[config.mk]
export PLATFORM = sky130hd
export DESIGN_NAME = demux_route_ctrl
export DESIGN_NICKNAME = d
export VERILOG_FILES = /design/src/rtl/demux_route_ctrl.sv
export SDC_FILE = /design/constraint.sdc
export NUM_CORES = 1
export LEC_CHECK = 0
export ABC_AREA = 1
export CAP_MARGIN = 20
export CORE_UTILIZATION = 44
export CTS_BUF_LIST = sky130_fd_sc_hd__clkbuf_16
export CTS_CLUSTER_DIAMETER = 120
export CTS_CLUSTER_SIZE = 24
export DETAILED_ROUTE_END_ITERATION = 16
export PLACE_DENSITY = 0.78
export SKIP_LAST_GASP = 1
export SLEW_MARGIN = 20
export SYNTH_ARGS = -nofsm -noshare
export SYNTH_HDL_FRONTEND = slang
export SYNTH_SLANG_ARGS = --single-unit
[constraint.sdc]
create_clock -name clk -period 2.6 [get_ports clk]
set_clock_uncertainty 0.15 [all_clocks]
set_input_delay 0.39 -clock clk [delete_from_list [all_inputs] [get_ports clk]]
set_output_delay 0.39 -clock clk [all_outputs]
set_load 0.05 [all_outputs]
[src/rtl/demux_route_ctrl.sv]
// demux_route_ctrl: routes the first len0 words of a transfer to destination 0 and the next len1 to destination 1
// through a single registered output stage that drives the demux data input and selector.
module demux_route_ctrl #(
    parameter int DWIDTH    = 32,
    parameter int CNT_WIDTH = 10
) (
    input  logic                 clk,
    input  logic                 rst_n,
    input  logic                 start,
    input  logic [CNT_WIDTH-1:0] cfg_len0,
    input  logic [CNT_WIDTH-1:0] cfg_len1,
    input  logic [DWIDTH-1:0]    s_data,
    input  logic                 s_valid,
    output logic                 s_ready,
    output logic [DWIDTH-1:0]    d_out,
    output logic                 sel_out,
    output logic                 d_valid0,
    output logic                 d_valid1,
    input  logic                 d_ready0,
    input  logic                 d_ready1,
    output logic                 busy,
    output logic                 done
);
    typedef enum logic [1:0] {IDLE, ROUTE0, ROUTE1, DRAIN} state_t;
    localparam logic [CNT_WIDTH-1:0] ONE = 1;

    state_t               state_q, state_d;
    logic [CNT_WIDTH-1:0] cnt_q, cnt_d, len0_q, len0_d, len1_q, len1_d;
    logic [DWIDTH-1:0]    d_q, d_d;
    logic                 sel_q, sel_d, ov_q, ov_d, arm_q, arm_d;
    logic                 out_ready, acc, last;

    assign out_ready = sel_q ? d_ready1 : d_ready0;
    assign s_ready   = (state_q == ROUTE0 || state_q == ROUTE1) && (!ov_q || out_ready);
    assign acc       = s_valid && s_ready;
    assign last      = cnt_q == ((state_q == ROUTE0 ? len0_q : len1_q) - ONE);
    assign d_out     = d_q;
    assign sel_out   = sel_q;
    assign d_valid0  = ov_q && !sel_q;
    assign d_valid1  = ov_q && sel_q;
    assign busy      = state_q != IDLE;

    always_comb begin
        state_d = state_q;
        cnt_d   = cnt_q;
        len0_d  = len0_q;
        len1_d  = len1_q;
        d_d     = d_q;
        sel_d   = sel_q;
        ov_d    = ov_q && !out_ready;
        arm_d   = 1'b0;
        done    = 1'b0;
        if (acc) begin
            d_d   = s_data;
            sel_d = state_q == ROUTE1;
            ov_d  = 1'b1;
            cnt_d = last ? '0 : cnt_q + ONE;
        end
        case (state_q)
            IDLE: if (start) begin
                len0_d  = cfg_len0;
                len1_d  = cfg_len1;
                cnt_d   = '0;
                state_d = cfg_len0 != '0 ? ROUTE0 : cfg_len1 != '0 ? ROUTE1 : DRAIN;
            end
            ROUTE0: if (acc && last) state_d = len1_q != '0 ? ROUTE1 : DRAIN;
            ROUTE1: if (acc && last) state_d = DRAIN;
            DRAIN: begin
                // arm_q keeps DRAIN at least one full cycle, so done trails the last handshake by one cycle
                arm_d = 1'b1;
                if (arm_q && !ov_q) begin
                    done    = 1'b1;
                    arm_d   = 1'b0;
                    state_d = IDLE;
                end
            end
            default: state_d = IDLE;
        endcase
    end

    always_ff @(posedge clk or negedge rst_n) begin
        if (!rst_n) begin
            state_q <= IDLE;
            cnt_q   <= '0;
            len0_q  <= '0;
            len1_q  <= '0;
            d_q     <= '0;
            sel_q   <= 1'b0;
            ov_q    <= 1'b0;
            arm_q   <= 1'b0;
        end else begin
            state_q <= state_d;
            cnt_q   <= cnt_d;
            len0_q  <= len0_d;
            len1_q  <= len1_d;
            d_q     <= d_d;
            sel_q   <= sel_d;
            ov_q    <= ov_d;
            arm_q   <= arm_d;
        end
    end
endmodule

==> metrics <==
CP Class flip-flop to primary output; Setup TNS 0 ns; max_slew headroom 62.5%; vias 3,430; dpl hpwl 6800 µm; cell family with most CP delay buffers and inverters; gate count of the mapped netlist 493; Mean Syn Cell Area 7.21 µm²; Clock Tree Buf Depth 2; min Tclk post-route 2.55 ns; gpl congestion 0.863; DR WL/cell 13.3 µm; Worst EP arrival 2.01 ns; overall routed net length 9400 µm; CTS buffer count 9; Hold Path Sink d_out[19]; Die Ht 91.9 µm; sequential area share after synthesis 47.2%; cell taking the most area after synthesis dfrtp_1; Ys Warns 0; GR Util met1 27.7%; n_diodes 0; All-Layer GR Usage 24.0%; # clock sinks 67; Die Wd 91.9 µm; flop2flop setup slack 0.12 ns; crit-path cells buf_4, inv_1, ha_1, inv_1, clkdlybuf4s50_1; busiest grt layer met2; RR Endpoint cnt_q[3]; Post-synth EDFFs 0; slowest cell on the critical path clkdlybuf4s50_1; Net Count, Synth 558; top-count cell post-synth nand2_1; first-pass GRT wire length 15,900 µm; htree depth 3; FMAX 0.392 GHz; Max-Cap Viols 0; RSZ-0062 raised after global routing yes; initial core utilization 45.7%; status completed; Worst Setup End Kind primary output; initial antenna violation count 0; initial drt markers 178; P_leak 2.62 nW; Final Cycle Share 98.1%; total gr overflow 0; flops & latches, synth 67; Hold Path Depth 2; met3 Use GR 7.55%; drt pass-1 iters 4; die footprint 0.00844 mm²; vias per std cell 4.84; Cell Rows 32; Routed Antenna Nets 0; worst hold start d_out[19]; largest net degree at the start of global routing 51; Final Util 65.9%; fraction of registers with async set/reset 100%; CTS Root Cell clkbuf_16; critical path required time 2.06 ns; fillcell total 647; Slew Limit Fails 0; Distinct cells, synth 28; Nets 666; Peak supply drop 0.00106 V; Synth Cell Area 0.00355 mm²; core area 0.00777 mm²; worst skew pair latency 0.33 ns; Final Hold Fails 0; dominant synthesized flop cell dfrtp_1; final setup vio count 0; Critical Path Start Type flip-flop; Reg-to-Reg Start state_q[1]; number of global-route vias before repair 3,590; I/O Buffers 95; dominant cells by area after synthesis dfrtp_1 47%, nand2_1 23%, inv_1 6.5%; worst path bufs/invs 4; GR met2 Demand/Resource 41.2%; Ports 96; share of the synthesized area in the top cell type 47.2%; Critical Path Most Common Cell inv_1; max incr delay on CP 0.79 ns; layout cell share with drive strength beyond 1 12.2%; P&R area growth vs syn 44.0%; Hold Path Class flip-flop to flip-flop; Worst Reg-to-Reg Cells 20; # DRC 0; CTS tree built; Reg clk slew, reported paths 0.06 ns; top cells by count, synth 216 x nand2_1, 67 x dfrtp_1, 62 x inv_1; Worst Path Max Fanout 3; worst slew pin tran 0.560 ns; PwrDens 1400 mW/mm²
## tightest hold or removal path, delay by kind of cell, from the launching register on
| kind | cells | cell delay [ns] |
|---|---|---|
| flip-flops | 1 | 0.34 |
| AND/OR/NAND/NOR | 2 | 0.10 |
## sequential cells by signal, summed over array words and instances (netlist names)
name     count
d_out       32
arm_q        1
len0_q      10
state_q      2
sel_out      1
ov_q         1
cnt_q       10
len1_q      10
## metal layers
layer	up-vias	share of wire [%]	wire, µm
met2	104	49	4580
met3	13	7.9	746
li1	1713	-	-
met1	1600	42	3920
met5	-	0	0
met4	0	1.7	158
## how the worst max path moves through the flow
stage | startpoint | end | slack, ns | depth (start not counted)
after floorplan | state_q[1] | cnt_q[3] | 0.12 | 20
after global placement | state_q[1] | cnt_q[3] | 0.11 | 20
after detailed placement | state_q[1] | cnt_q[2] | 0.003 | 20
after CTS | state_q[1] | cnt_q[2] | 0.04 | 20
after global routing | state_q[1] | cnt_q[7] | -0.1 | 20
final | state_q[0] | busy | 0.05 | 5
## kinds of logic after synthesis
kind of cell	Yosys count	share of synthesized area [%]
buf+inv	86	9.58
fa+ha+maj	7	2.46
simple gates	301	35.4
compound gates	27	3.98
flops	67	47.2
xor+xnor	2	0.493
mux	3	0.915
## cell usage in the layout, fill, tap and decap left out, types with 3 or more instances in the layout
master	synthesis	final
nand2_2	5	13
nor4_1	3	3
dfrtp_1	67	67
clkdlybuf4s50_1	0	93
bufinv_16	0	3
nor3_1	5	5
nor2_1	29	27
inv_2	8	9
o21ai_0	17	17
buf_4	2	12
inv_1	62	60
nand3_2	7	7
nand4_1	6	6
clkbuf_16	0	9
nand2_1	216	208
nand3_1	26	26
nor2_2	2	3
ha_1	7	5
a21oi_1	7	6
## cell type report
type                    count  area (µm²)  area share, %
well taps                 102         128           2.49
flip-flops and latches     67        1680           32.8
clock inverters             7         116           2.27
repair buffers            111        1100           21.5
clock buffers               9         225           4.40
inverters                  72         278           5.43
multi-input cells         340        1600           31.2
## power by group
| part | leakage (nW) | switching, mW | internal (mW) |
|---|---|---|---|
| Clock | 0.165 | 0.470 | 0.935 |
| Sequential | 0.841 | 0.304 | 1.48 |
| Combinational | 1.62 | 2.59 | 1.39 |
| Total | 2.62 | 3.36 | 3.80 |
## through the flow
stage          area, µm²  total power [mW]  hold WS [ns]  setup WS (ns)  std cells
2_1_floorplan       3550              4.33       -0.0556          0.116        493
3_3_place_gp        4670              5.47         0.196          0.109        687
3_5_place_dp        4670              5.56         0.206        0.00259        687
4_1_cts             5020              7.02         0.327         0.0374        704
5_1_grt             5120              7.67         0.351        -0.0980        708
6_report            5120              7.17         0.320         0.0489        708
## what timing repair did
action / 4_1_cts / 5_1_grt
hold buffers: 1 / 0
endpoints found under the hold margin: 17 / 0
endpoints found under the setup margin: 1 / 44
cloned: 0 / 0
pin swaps: 0 / 11
buffers inserted: 0 / 4
resized for setup: 1 / 19
No activity file was read; power rests on OpenSTA's default activity.
==> edit: new RTL, config.mk and constraints unchanged <==
The 4 states of `state_t` get a one-hot encoding in 4 bits.
--- a/src/rtl/demux_route_ctrl.sv
+++ b/src/rtl/demux_route_ctrl.sv
@@ -22,5 +22,5 @@
     output logic                 done
 );
-    typedef enum logic [1:0] {IDLE, ROUTE0, ROUTE1, DRAIN} state_t;
+    typedef enum logic [3:0] {IDLE = 4'b0001, ROUTE0 = 4'b0010, ROUTE1 = 4'b0100, DRAIN = 4'b1000} state_t;
     localparam logic [CNT_WIDTH-1:0] ONE = 1;
 
Behaviour: same outputs for any inputs over 4 cycles, from zero or initial values and one cycle with rst_n low; so few cycles prove little.
==> edit against the original RTL <==
Total power fell by 3.1%; final area rose by 1.1%; routed wire length rose by 0.52%; setup slack got worse by 38 ps; critical path depth rose by 13; register-to-register slack got worse by 110 ps; synthesized area rose by 4.4%; sequential cell count rose by 2; critical path type is now reg -> reg; critical endpoint is now state_q[2].
==> edit: results (changes against the original RTL) <==
met1 usage 0.276 (was 0.277); CP delay by family, top simple AND/OR/NAND/NOR gates (was buffers and inverters); GPL Wtd Cong 0.920 (was 0.863); multi-input gates 360 (was 340); share of cells above drive strength 1 0.119 (was 0.122); sequential share of cell area 0.334 (was 0.328); met3 WL 831 µm (was 746 µm); Synth top cells by count nand2_1 (211), dfrtp_1 (68), inv_1 (54) (was nand2_1 (216), dfrtp_1 (67), inv_1 (62)); status complete, no violations (unchanged); final total power 6.95 mW (was 7.17 mW); wl on met1 3960 µm (was 3920 µm); total wire length 9450 µm (was 9400 µm); met3 Track Usage GR 0.0850 (was 0.0755); multi-input logic area 0.00172 mm² (was 0.00160 mm²); Post-Synthesis Cells 502 (was 493); Peak VDD IR 0.744 mV (was 1.06 mV); DR WL met2 4480 µm (was 4580 µm); Yosys cell types 36 (was 28); Net Switching 3.35 mW (was 3.36 mW); Non-clock buffers 108 (was 111); total track usage 0.232 (was 0.240); clk pwr 1.21 mW (was 1.40 mW); slowest cell delay on critical path 390 ps (was 790 ps); largest net degree at the start of global routing 38 (was 51); placed insts 699 (was 687); Worst Max-Slew Pin Slew 568 ps (was 560 ps); Yosys top cell by area dfrtp_1 (unchanged); slowest library cell on the worst path dfrtp_1 (was clkdlybuf4s50_1); post-DR vias/cell 4.92 (was 4.84); DRT Pass-1 Iters 7 (was 4); global-route wire length before repair 15900 µm (about the same); Detail Placement HPWL 7170 µm (was 6800 µm); signal buffers share of area 0.206 (was 0.215); Worst-Skew Late Latency 330 ps (about the same); Fill cells 685 (was 647); final design area excluding fillers 0.00517 mm² (was 0.00512 mm²); Non-clk invs 60 (was 72); Mapped Nets 562 (was 558); leak pwr 2.59 nW (was 2.62 nW); top post-synthesis cells by area dfrtp_1 (46%), nand2_1 (21%), inv_1 (5.5%) (was dfrtp_1 (47%), nand2_1 (23%), inv_1 (6.5%)); clk cell area share 0.0578 (was 0.0667); Worst EP arrival 2650 ps (was 2010 ps); global routing usage on met2 0.380 (was 0.412); crit path max fanout 4 (was 3); nets@finish 668 (was 666)
[edit: cell count changes after synthesis, sizes merged, moves of 2 or more]
cell and change:
nand3 +4, xor2 +2, o21ai +8, buf +2
mux2 -2, inv -13, nand2 +5, nor4 +2
nand3b +5, nand4 +2, clkbuf -3, ha -5
[edit: path summary, 6_finish.rpt]
kind / depth (start not counted) / end / startpoint / slack (ps)
setup / recovery: 18 / state_q[2] / state_q[1] / 10
hold / removal: 1 / arm_q / arm_q / 330
setup reg to reg: 18 / state_q[2] / state_q[1] / 10
hold reg to reg: 1 / arm_q / arm_q / 330
max in group asynchronous: 3 / len1_q[6] / rst_n / 1310
min in group asynchronous: 2 / d_out[0] / rst_n / 390
[edit: logic make-up (layout without fill, tap and decap cells)]
family,after synthesis,after routing,share of synthesized area
and+or+nand+nor,318,318,0.381
buffers and inverters,73,184,0.0793
DFF,69,69,0.466
AOI/OAI and AO/OA,34,34,0.0493
xor gates and xnor gates,6,6,0.0179
adders and majority gates,2,2,0.00675
